===== src/rtl/y_mux_arb.sv =====
// Two-requester round-robin arbiter in front of a SIZE-bit 2:1 mux, with a one-entry output register.
// Optional transfer/stall counters are enabled by defining Y_MUX_ARB_COUNT_EN.
module y_mux_arb #(
  parameter int unsigned SIZE = 2
) (
  input  logic            clk,
  input  logic            rst_n,
  input  logic [SIZE-1:0] a,
  input  logic            a_valid,
  output logic            a_ready,
  input  logic [SIZE-1:0] b,
  input  logic            b_valid,
  output logic            b_ready,
  output logic            c,
  output logic [SIZE-1:0] z,
  output logic            z_valid,
  input  logic            z_ready
`ifdef Y_MUX_ARB_COUNT_EN
  ,
  output logic [7:0]      cnt_a,
  output logic [7:0]      cnt_b,
  output logic [7:0]      cnt_stall
`endif
);

  typedef enum logic {StEmpty, StFull} state_e;

  state_e          state_q, state_d;
  logic            last_q, last_d;
  logic [SIZE-1:0] z_q, z_d;
  logic [SIZE-1:0] mux_out;
  logic            can_load;
  logic            load;

  // Per-bit 2:1 mux array selected by the grant.
  for (genvar i = 0; i < SIZE; i++) begin : g_ymux2
    assign mux_out[i] = c ? b[i] : a[i];
  end

  // Round-robin grant: a lone requester wins, contention goes to the previous loser.
  always_comb begin
    c = last_q;
    case ({a_valid, b_valid})
      2'b10:   c = 1'b0;
      2'b01:   c = 1'b1;
      2'b11:   c = ~last_q;
      default: c = last_q;
    endcase
  end

  always_comb begin
    can_load = (state_q == StEmpty) | z_ready;
    // Readies are forced low while reset is asserted.
    a_ready  = rst_n & can_load & a_valid & ~c;
    b_ready  = rst_n & can_load & b_valid & c;
    load     = a_ready | b_ready;
    state_d  = state_q;
    last_d   = last_q;
    z_d      = z_q;
    case (state_q)
      StEmpty: if (load) state_d = StFull;
      StFull:  if (!load && z_ready) state_d = StEmpty;
    endcase
    if (load) begin
      z_d    = mux_out;
      last_d = c;
    end
  end

  always_ff @(posedge clk or negedge rst_n) begin
    if (!rst_n) begin
      state_q <= StEmpty;
      last_q  <= 1'b1;
      z_q     <= '0;
    end else begin
      state_q <= state_d;
      last_q  <= last_d;
      z_q     <= z_d;
    end
  end

  assign z       = z_q;
  assign z_valid = (state_q == StFull);

`ifdef Y_MUX_ARB_COUNT_EN
  logic [7:0] cnt_a_q, cnt_b_q, cnt_stall_q;
  logic       stall;

  assign stall = (a_valid | b_valid) & ~can_load;

  // Free-running counters; wrap without saturation.
  always_ff @(posedge clk or negedge rst_n) begin
    if (!rst_n) begin
      cnt_a_q     <= 8'd0;
      cnt_b_q     <= 8'd0;
      cnt_stall_q <= 8'd0;
    end else begin
      if (a_ready) cnt_a_q     <= cnt_a_q + 8'd1;
      if (b_ready) cnt_b_q     <= cnt_b_q + 8'd1;
      if (stall)   cnt_stall_q <= cnt_stall_q + 8'd1;
    end
  end

  assign cnt_a     = cnt_a_q;
  assign cnt_b     = cnt_b_q;
  assign cnt_stall = cnt_stall_q;
`endif

endmodule


===== config.mk =====
export PLATFORM = sky130hd
export DESIGN_NAME = y_mux_arb
export DESIGN_NICKNAME = d
export VERILOG_FILES = /design/src/rtl/y_mux_arb.sv
export SDC_FILE = /design/constraint.sdc
export NUM_CORES = 1
export LEC_CHECK = 0
export CORE_AREA = 8 8 45 47
export CTS_CLUSTER_SIZE = 24
export DETAILED_ROUTE_END_ITERATION = 16
export DIE_AREA = 0 0 53 55
export GPL_TIMING_DRIVEN = 1
export SYNTH_ARGS = -nofsm -noshare
export SYNTH_HDL_FRONTEND = slang
export SYNTH_SLANG_ARGS = --single-unit

===== constraint.sdc =====
create_clock -name clk -period 2.9 [get_ports clk]
set_input_delay 0.725 -clock clk [delete_from_list [all_inputs] [get_ports clk]]
set_output_delay 0.725 -clock clk [all_outputs]
set_load 0.005 [all_outputs]

-- Word level (Yosys, flattened, before mapping)
Cells that the tools add are included.
W data, S select, Z words.
- register bits: 4
- input bits: 9
- output and inout port bits: 6
- logic and storage cells: 24
- equal/unequal tests: 3
- muxes and demuxes: 6
- bitwise logic cells: 10
- reduce and logical (&&, ||, !) cells: 2
- operator list (cell ; number):
    $and A1 B1 Y1 ; 5
    $eq A2 B2 Y1 const B ; 2
    $mux W1 ; 4
    $not A1 Y1 ; 3
    $pmux W1 S3 ; 1
    $eq A2 B1 Y1 const B ; 1
    $or A1 B1 Y1 ; 2
    $pmux W1 S2 ; 1
    $logic_and A1 B1 Y1 ; 1
    $logic_not A1 Y1 ; 1

-- Longest topological paths before layout
Gate-level depths: netlist (run 1).
- word-level depth: 10
- depth in mapped cells: 4
- gate-level depth less buffers: 3

-- Worst setup path before layout (run 1)
No wires, ideal clock.
- path kind: input to output
- from: input z_ready
- to: output a_ready
- arrival time: 1192 ps
- required time: 2175 ps
- setup slack: 983 ps
- cell stages on the path: 3
- path buffers: 1
- cells stage by stage: nand2b_1 -> buf_2 -> and4_1
- cells in the longest elaborated chain, start to end: 4
- ends and longest elaborated chain (what ; RTL line ; RTL):
    start, declared ; 17 ; input logic z_ready
    $or A1 B1 Y1 ; 52 ; can_load = (state_q == StEmpty) | z_ready;
    $and A1 B1 Y1 (3 in series) ; 54 ; a_ready = rst_n & can_load & a_valid & ~c;
    end, declared ; 10 ; output logic a_ready,
Every way passes these cells.

-- Final worst setup path (run 1)
- from: input z_ready
- to: output b_ready
- cells in the longest elaborated chain, start to end: 4
- ends and longest elaborated chain (what ; RTL line ; RTL):
    $or A1 B1 Y1 ; 52 ;
    $and A1 B1 Y1 (3 in series) ; 55 ; b_ready = rst_n & can_load & b_valid & c;
    end, declared ; 13 ; output logic b_ready,
Every way passes these cells.

==> metrics.txt, run 1 <==
Root Buffer Master=clkbuf_4; cts bufs inserted=3; initial antenna violation count=0; Mapped Nets=36; Syn Area/Cell=~9 µm²; cell count along the critical path=4; Reg2Reg Setup Slack=1810 ps; Slew Limit Fails=0; Max Fclk=approximately 360 MHz; Register Area=101 µm²; Post-Synthesis Cells=27; Initial Util=between 15 and 20%; Crit path buffers/inverters=2; fin nets=57; RSZ-0062 raised after global routing=no; core area=1380 µm²; Worst setup EP type=output pin; Post-DP HPWL=between 600 and 700 µm; combinational power share=between 30 and 40%; crit-path leading delay family=buffers and inverters; DRC Markers=0; FF-to-FF End=z[1]; Clock Skew=approximately 4.7 ps; clock share of power=~30%; CP max stage cell=clkdlybuf4s50_1; most frequent CP cell=clkdlybuf4s50_1; sw frac=27.2%; gr usage total=about 6.3%; DRT antenna net count=0; dpl cells=between 50 and 60; I/O pin total=15; Post-Syn Area=roughly 250 µm²; Worst-path clk slew=~40 ps; CTS max path bufs=2; Crit Path Max Fanout=4; class of the worst hold path=flop to flop; final non-filler cell total=63; via count=about 290; Slew HR=~89%; slowest stage delay, CP=around 500 ps; final WL=around 740 µm; worst r2r path cells=3; I/O Buffers=14; Fillers=about 150; Worst setup endpoint=b_ready; Worst EP arrival=~2100 ps; Final Util=between 30 and 40%; area of the multi-input gates=between 100 and 150 µm²; crit start category=input pin; drt pass-1 iters=5; Wirelength per Cell=approximately 12 µm; final worst-path cycle share=between 90 and 100%; vias in the first global route=300; H-tree depth=1; post-cts repair resize count=0; reported max-cap violation count=0; largest net degree at the start of global routing=11; share of cells above drive strength 1=19.1%; Die X=between 50 and 60 µm; antenna diode count=0; total gr overflow=0; VDD IR max=between 0.0001 and 0.00015 V; Psw=between 0.00006 and 0.00007 W; Pleak=about 0.18 nW; area growth from synthesis to final layout=82.3%; hold_buf cts=0; post-synthesis sequential area ratio=about two fifths; crit path time final=about 2800 ps; Worst Path Required=between 2000 and 2500 ps; hold-critical path depth=2; status=finished, final reports clean; hold path startpoint=z[0]; global-route wire length before repair=around 1200 µm; initial DRC count=3; Rows=14; Reg power frac=33.5%; crit path kind=input pin to output pin; setup TNS=0 ps; Synth Register Bits=4; final hold viol count=0; cell breakdown of the critical path=clkdlybuf4s50_1 > nand2b_1 > and4_1 > clkdlybuf4s50_1; Die Ht=approximately 55 µm; # Post-CTS Setup Buffers=0; R2R Path Start=last_q; DIE AREA=between 2000 and 3000 µm²; yosys warns=0; clock sinks=4; Final Setup Violations=0; power per cell area=about 540 nW/µm²; Worst Setup SP=z_ready; GPL Wtd Cong=between 0.6 and 0.7; clock insertion delay at the later pin of the skew report=about 240 ps; worst slew pin tran=156 ps; Unique masters post-synth=13; internal power=around 0.00018 W; Via density=about 4.6; CTS tree=done
-- power groups by stage --
| stage | registers (W) | logic [W] | clock network [W] |
|---|---|---|---|
| final | 0.0000821 | 0.0000876 | 0.0000752 |
| after global routing | 0.0000840 | 0.0000959 | 0.0000897 |
| after CTS | 0.0000825 | 0.0000889 | 0.0000794 |
| after detailed placement | 0.0000831 | 0.0000882 | 0 |
| after global placement | 0.0000824 | 0.0000879 | 0 |
| after floorplan | 0.0000816 | 0.0000359 | 0 |
-- stage by stage --
step | power, W | hold slack, ps | setup slack (ps) | instance area, µm²
2_1_floorplan | 0.000117 | 429 | 983 | 248
3_5_place_dp | 0.000171 | 555 | 126 | 425
5_1_grt | 0.000269 | 615 | 49.1 | 452
6_report | 0.000245 | 553 | 115 | 452
4_1_cts | 0.000251 | 563 | 113 | 452
3_3_place_gp | 0.000170 | 558 | 124 | 425
-- worst reg2reg max path: cells and delay by family, from the launching register on --
kind               cells  cell delay [ps]
DFF                    1              570
and+or+nand+nor        2              270
AOI/OAI and AO/OA      1              180
-- layout by cell type, fill, tap and decap left out --
cell             Yosys  routed
clkdlybuf4s50_1      0      14
a31oi_1              5       5
nand2b_1             3       3
nand2_1              3       3
nand3_1              3       3
clkbuf_4             0       3
buf_4                0       3
dfrtp_1              3       3
and4_1               2       2
nand3b_1             2       2
or2_4                1       1
and3_4               1       1
nor2_1               1       1
a41oi_1              1       1
clkbuf_1             0       1
dfstp_2              1       1
-- synthesized netlist by cell type (all sizes together) --
library cell,instances,share of area [%]
a31oi,5,13
a41oi,1,3.5
and3,1,4.5
and4,2,7.1
buf,1,2.0
dfrtp,3,30
dfstp,1,11
nand2,3,4.5
nand2b,3,7.6
nand3,3,6.1
nand3b,2,6.1
nor2,1,1.5
or2,1,3.5
-- worst min path at each step --
stage / endpoint / slack (ps)
6_report: z[0] / 550
5_1_grt: z[0] / 610
4_1_cts: z[0] / 560
3_5_place_dp: z[0] / 550
3_3_place_gp: z[1] / 560
2_1_floorplan: z[0] / 430
-- cells by family (layout without fill, tap and decap cells) --
logic type | Yosys count | after routing | share of synthesized area [%]
compound gates | 6 | 6 | 16.2
buf+inv | 1 | 21 | 2.02
flops | 4 | 4 | 40.9
simple gates | 16 | 16 | 40.9
-- layout make-up --
class,count,share of cell area [%]
clock buffer,4,5.82
tap,16,4.43
timing repair buffer,17,36.0
sequential,4,22.4
multi-input combinational,22,31.3
-- sequential cells by signal, indices dropped and copies added, names as in the netlist --
| name | count |
|---|---|
| z | 2 |
| z_valid | 1 |
| last_q | 1 |
-- routing by layer --
metal	global-route usage (%)	routed length (µm)	up-vias
met3	3.74	83	2
li1	-	-	144
met1	6.71	352	131
met5	0	0	-
met2	7.03	283	14
met4	9.05	19	0
Note: power is estimated with default switching activity, not from simulation.
==> inputs of run 2 (changes only) <==
--- a/config.mk
+++ b/config.mk
@@ -6,10 +6,10 @@
 export NUM_CORES = 1
 export LEC_CHECK = 0
 export CORE_AREA = 8 8 45 47
-export CTS_CLUSTER_SIZE = 24
 export DETAILED_ROUTE_END_ITERATION = 16
 export DIE_AREA = 0 0 53 55
 export GPL_TIMING_DRIVEN = 1
+export PLACE_DENSITY_LB_ADDON = 0.3
 export SYNTH_ARGS = -nofsm -noshare
 export SYNTH_HDL_FRONTEND = slang
 export SYNTH_SLANG_ARGS = --single-unit
==> constraint.sdc (replaced) <==
create_clock -name clk -period 2.7 [get_ports clk]
set_input_delay 0.675 -clock clk [delete_from_list [all_inputs] [get_ports clk]]
set_output_delay 0.675 -clock clk [all_outputs]
set_load 0.005 [all_outputs]
==> metrics.txt, run 2 (synthesis gave the netlist of run 1 again) <==
status=finished, final reports clean; Fillers=154 (+2.0%); Worst Path Required=2030 ps (-140 ps); I/O Buffers=14 (unchanged); Worst EP arrival=1950 ps (-110 ps); CTS tree=done; setup TNS=0 ps (unchanged); max reg flops=2 (unchanged); area growth from synthesis to final layout=92.4%; antenna diode count=0 (unchanged); crit path time final=around 2600 ps; Slew Limit Fails=0 (unchanged); class of the worst hold path=flop to flop; DRT antenna net count=0 (unchanged); final setup margin=73.3 ps (-41.6 ps); most frequent cells in the layout=clkdlybuf4s50_1, a31oi_1, buf_4; Final Setup Violations=0 (unchanged); Wirelength per Cell=11.5 µm (-2.2%); CTS max path bufs=2 (unchanged); worst slew pin tran=157 ps (+0.600 ps); I/O pin total=15 (unchanged); final hold viol count=0 (unchanged); VDD IR max=0.000141 V (+5.7%); final WL=746 µm (+0.95%); GRT met1 Usage=6.72% (+0.010 points); DRC Markers=0 (unchanged); Die X=53 µm (unchanged); RSZ-0062 raised after global routing=no; fin nets=59 (+3.5%); Root Buffer Master=clkbuf_4; crit start category=input pin; total gr overflow=0 (unchanged); Worst-path clk slew=40 ps (about the same); Clock Skew=4.88 ps (+0.191 ps); Initial Util=17.9% (unchanged); Place WS=47.6 ps (-78.0 ps); hold_buf cts=0 (unchanged); DIE AREA=2920 µm² (unchanged); Worst setup EP type=output pin; Via density=4.52 (-2.1%); met2 Usage GRT=8.01% (+0.98 points); Pleak=0.205 nW (+13%); Slew HR=89.4% (about the same); global-route wire length before repair=1280 µm (+4.5%); Rows=14 (unchanged); Die Ht=55 µm (unchanged); vias in the first global route=302 (+0.67%); core area=1380 µm² (unchanged); H-tree depth=1 (unchanged); clock sinks=4 (unchanged); most common cell after layout, fill and taps aside=clkdlybuf4s50_1; gr usage total=6.19% (-0.11 points); via count=294 (+1.0%); crit path kind=input pin to output pin; final worst-path cycle share=a little over nine tenths; Crit Path Max Fanout=3 (-1); Post-DP HPWL=603 µm (about the same); power per cell area=566 nW/µm² (+4.4%); initial DRC count=3 (unchanged); share of cells above drive strength 1=24.5% (+5.3 points); gr busiest metal=met2; clock insertion delay at the later pin of the skew report=230 ps (about the same); initial antenna violation count=0 (unchanged); largest net degree at the start of global routing=11 (unchanged); Max Fclk=about 380 MHz; drt pass-1 iters=2 (-3); GR Util met3=4.28% (+0.53 points); GPL Wtd Cong=0.677 (-0.73%); cts bufs inserted=3 (unchanged); Final Util=34.4% (+1.8 points); reported max-cap violation count=0 (unchanged)
[run 2: cell type report]
class | count | area (µm²) | area share [%]
clock buffers | 4 | 26.3 | 5.51
multi-input cells | 22 | 149 | 31.2
flip-flops and latches | 4 | 101 | 21.3
well taps | 16 | 20.0 | 4.20
repair buffers | 19 | 180 | 37.8
[run 2: what timing repair did]
action                     in CTS  in global routing
setup buffers                   0                  1
setup endpoints to repair       0                  2
gates resized for setup         0                  2
[run 2: final timing paths]
path | from | endpoint | slack [ps] | cells after the start
max reg2reg | last_q | z[1] | 1550 | 4
min reg2reg | z[1] | z[1] | 560 | 2
max | z_ready | a_ready | 70 | 4
max in group asynchronous | rst_n | last_q | 1690 | 2
min | z[1] | z[1] | 560 | 2
min in group asynchronous | rst_n | z[1] | 790 | 2
[run 2: critical path, stage by stage]
cell and delay [ps]:
clkdlybuf4s50_1 460, nand2b_4 120, and4_1 190, clkdlybuf4s50_1 500
[run 2: metrics by stage]
stage,power [W],instance area (µm²),cells,hold WS (ps)
floorplan,0.000126,248,27,379
global placement,0.000187,433,60,551
detailed placement,0.000187,433,60,559
CTS,0.000273,459,64,574
global route,0.000292,477,65,589
finish,0.000270,477,65,557
[run 2: layer usage]
metal / part of all wire (%) / vias up
met5: 0 / -
met4: 0 / 0
met3: 13 / 0
met2: 44 / 10
met1: 43 / 134
li1: - / 150
[run 2: power by group]
part | switching, W | internal (W)
Combinational | 0.0000351 | 0.0000657
Clock | 0.0000246 | 0.0000555
Sequential | 0.0000119 | 0.0000770
==> inputs of run 3 (changes only) <==
--- a/config.mk
+++ b/config.mk
@@ -5,6 +5,7 @@
 export SDC_FILE = /design/constraint.sdc
 export NUM_CORES = 1
 export LEC_CHECK = 0
+export ABC_AREA = 1
 export CORE_AREA = 8 8 45 47
 export DETAILED_ROUTE_END_ITERATION = 16
 export DIE_AREA = 0 0 53 55
==> metrics.txt, run 3 <==
worst slew pin tran=161 ps (+4.41 ps); clock sinks=4 (unchanged); area growth from synthesis to final layout=99.5%; via count=296 (+0.68%); antenna diode count=0 (unchanged); Pleak=0.287 nW (+40%); RSZ-0062 raised after global routing=no; DRT antenna net count=0 (unchanged); Via density=4.00 (-12%); Place WS=13.2 ps (-34.4 ps); Initial Util=17.5% (-0.36 points); Slew Limit Fails=0 (unchanged); total power=0.000280 W (+3.7%); largest net degree at the start of global routing=6 (-5); drt pass-1 iters=3 (+1); share of cells above drive strength 1=25.9% (+1.4 points); Area contributors post-synth=dfrtp_1, nand2_1, nand3_1, dfstp_2, nand3_2; post-synthesis sequential area ratio=41.8% (+0.84 points); fin nets=68 (+15%); max reg flops=2 (unchanged); Post-Syn Area=243 µm² (-2.0%); Syn Area/Cell=7.14 µm² (-22%); setup TNS=0 ps (unchanged); crit start category=input pin; Unique masters post-synth=11 (-2); largest family of logic cells by synthesized area=simple AND/OR/NAND/NOR gates; initial antenna violation count=0 (unchanged); post-route cell area=484 µm² (+1.6%); Root Buffer Master=clkbuf_4; CTS tree=done; Max Fclk=436 MHz (+14%); Mapped Nets=43 (+19%); fraction of registers with async set/reset=100% (unchanged); most frequent cells in the layout=nand2_1, clkdlybuf4s50_1, nand3_1, buf_4, dlymetal6s2s_1; Post-Synth XOR/XNOR Area=0% (unchanged); I/O pin total=15 (unchanged); Post-Synthesis Cells=34 (+26%); Wirelength per Cell=10.1 µm (-12%); status=finished, final reports clean; Post-synth EDFFs=0 (unchanged); most frequent cells after synthesis=nand2_1, nand3_1, dfrtp_1, inv_1; Placement Cell Area=448 µm² (+3.5%); metal3 WL=75 µm (-21%); Fillers=156 (+1.3%); H-tree depth=1 (unchanged); total gr overflow=0 (unchanged); Die Ht=55 µm (unchanged); Worst setup EP type=output pin; share of the synthesized area in the top cell type=30.9% (+0.62 points); Die X=53 µm (unchanged); power per cell area=578 nW/µm² (+2.1%); multiplexer area fraction after synthesis=0% (unchanged); cts bufs inserted=3 (unchanged); GPL Wtd Cong=0.732 (+8.0%); complex-gate fraction of the synthesized area=4.12% (-12 points); highest metal used=met4; Worst EP arrival=1620 ps (-330 ps); crit path kind=input pin to output pin; vias in the first global route=313 (+3.6%); Worst-path clk slew=40 ps (about the same); I/O Buffers=14 (unchanged); class of the worst hold path=flop to flop; DRT met1 WL=297 µm (-8.3%); global-route wire length before repair=1210 µm (-5.4%); core area=1380 µm² (unchanged); VDD IR max=0.000217 V (+54%); Clock Skew=6.69 ps (+1.81 ps); crit path time final=2290 ps (-332 ps); initial DRC count=2 (-1); CTS max path bufs=2 (unchanged); Register Area=101 µm² (unchanged); Worst Path Required=2030 ps (about the same); Crit Path Max Fanout=3 (unchanged); final hold viol count=0 (unchanged); final setup margin=405 ps (+332 ps); most common cell after layout, fill and taps aside=nand2_1; DIE AREA=2920 µm² (unchanged); area of the multi-input gates=126 µm² (-15%); synthesized-area fraction occupied by adder cells=0% (unchanged); final WL=749 µm (+0.40%); most numerous cell in the Yosys netlist=nand2_1; Slew HR=89.2% (-0.19 points); Final Setup Violations=0 (unchanged); Rows=14 (unchanged); final worst-path cycle share=85.0% (-12 points); simple logic cell fraction of the synthesized area=47.9% (+7.0 points); DRC Markers=0 (unchanged); Main synth FF type=dfrtp_1; Synth Register Bits=4 (unchanged); Routed met2 length=358 µm (+9.8%); clock insertion delay at the later pin of the skew report=240 ps (about the same); yosys warns=0 (unchanged); Post-DP HPWL=602 µm (-0.15%); largest area contributor in the netlist=dfrtp_1; gr usage total=5.76% (-0.43 points); reported max-cap violation count=0 (unchanged)
run 3: repair_timing:
item,CTS,global route
hold buffers,0,0
resized for setup,0,4
setup endpoints to repair,0,3
buffers inserted,0,0
run 3: power by group:
part / internal (W) / switching (W)
Clock: 0.0000555 / 0.0000257
Sequential: 0.0000780 / 0.0000116
Combinational: 0.0000647 / 0.0000442
run 3: worst paths after layout:
kind,start,cells after the start,end,slack (ps)
max in group asynchronous,rst_n,2,last_q,1690
worst max-delay path,a_valid,6,c,410
worst min-delay path,last_q,2,last_q,500
worst max register to register,last_q,6,z[0],1590
min in group asynchronous,rst_n,2,z[1],820
worst min register to register,last_q,2,last_q,500
run 3: kinds of logic (layout without fill, tap and decap cells):
group	Yosys count	count (layout)
DFF	4	4
and+or+nand+nor	24	24
AOI/OAI and AO/OA	2	2
buffers and inverters	4	28
run 3: stage by stage:
stage | instances | utilization [%] | hold WS, ps
6_report | 74 | 35.0 | 503
3_3_place_gp | 70 | 32.4 | 499
4_1_cts | 74 | 34.3 | 507
2_1_floorplan | 34 | - | 379
3_5_place_dp | 70 | 32.4 | 502
5_1_grt | 74 | 35.0 | 544
run 3: final cells by class:
class	count	area share, %
repair buffers	20	40.3
well taps	16	4.13
multi-input cells	26	26.1
inverters	4	3.10
flip-flops and latches	4	20.9
clock buffers	4	5.43
run 3: metal layers:
| layer | vias up | GRT usage (%) |
|---|---|---|
| li1 | 158 | - |
| met1 | 126 | 6.13 |
| met2 | 10 | 8.20 |
| met3 | 2 | 2.14 |
| met4 | 0 | 6.47 |
| met5 | - | 0 |
run 3: worst max-delay path: stages:
cell	delay [ps]
dlymetal6s2s_1	140
inv_1	50
nand2_1	70
nand2_1	90
buf_4	100
clkdlybuf4s50_1	490
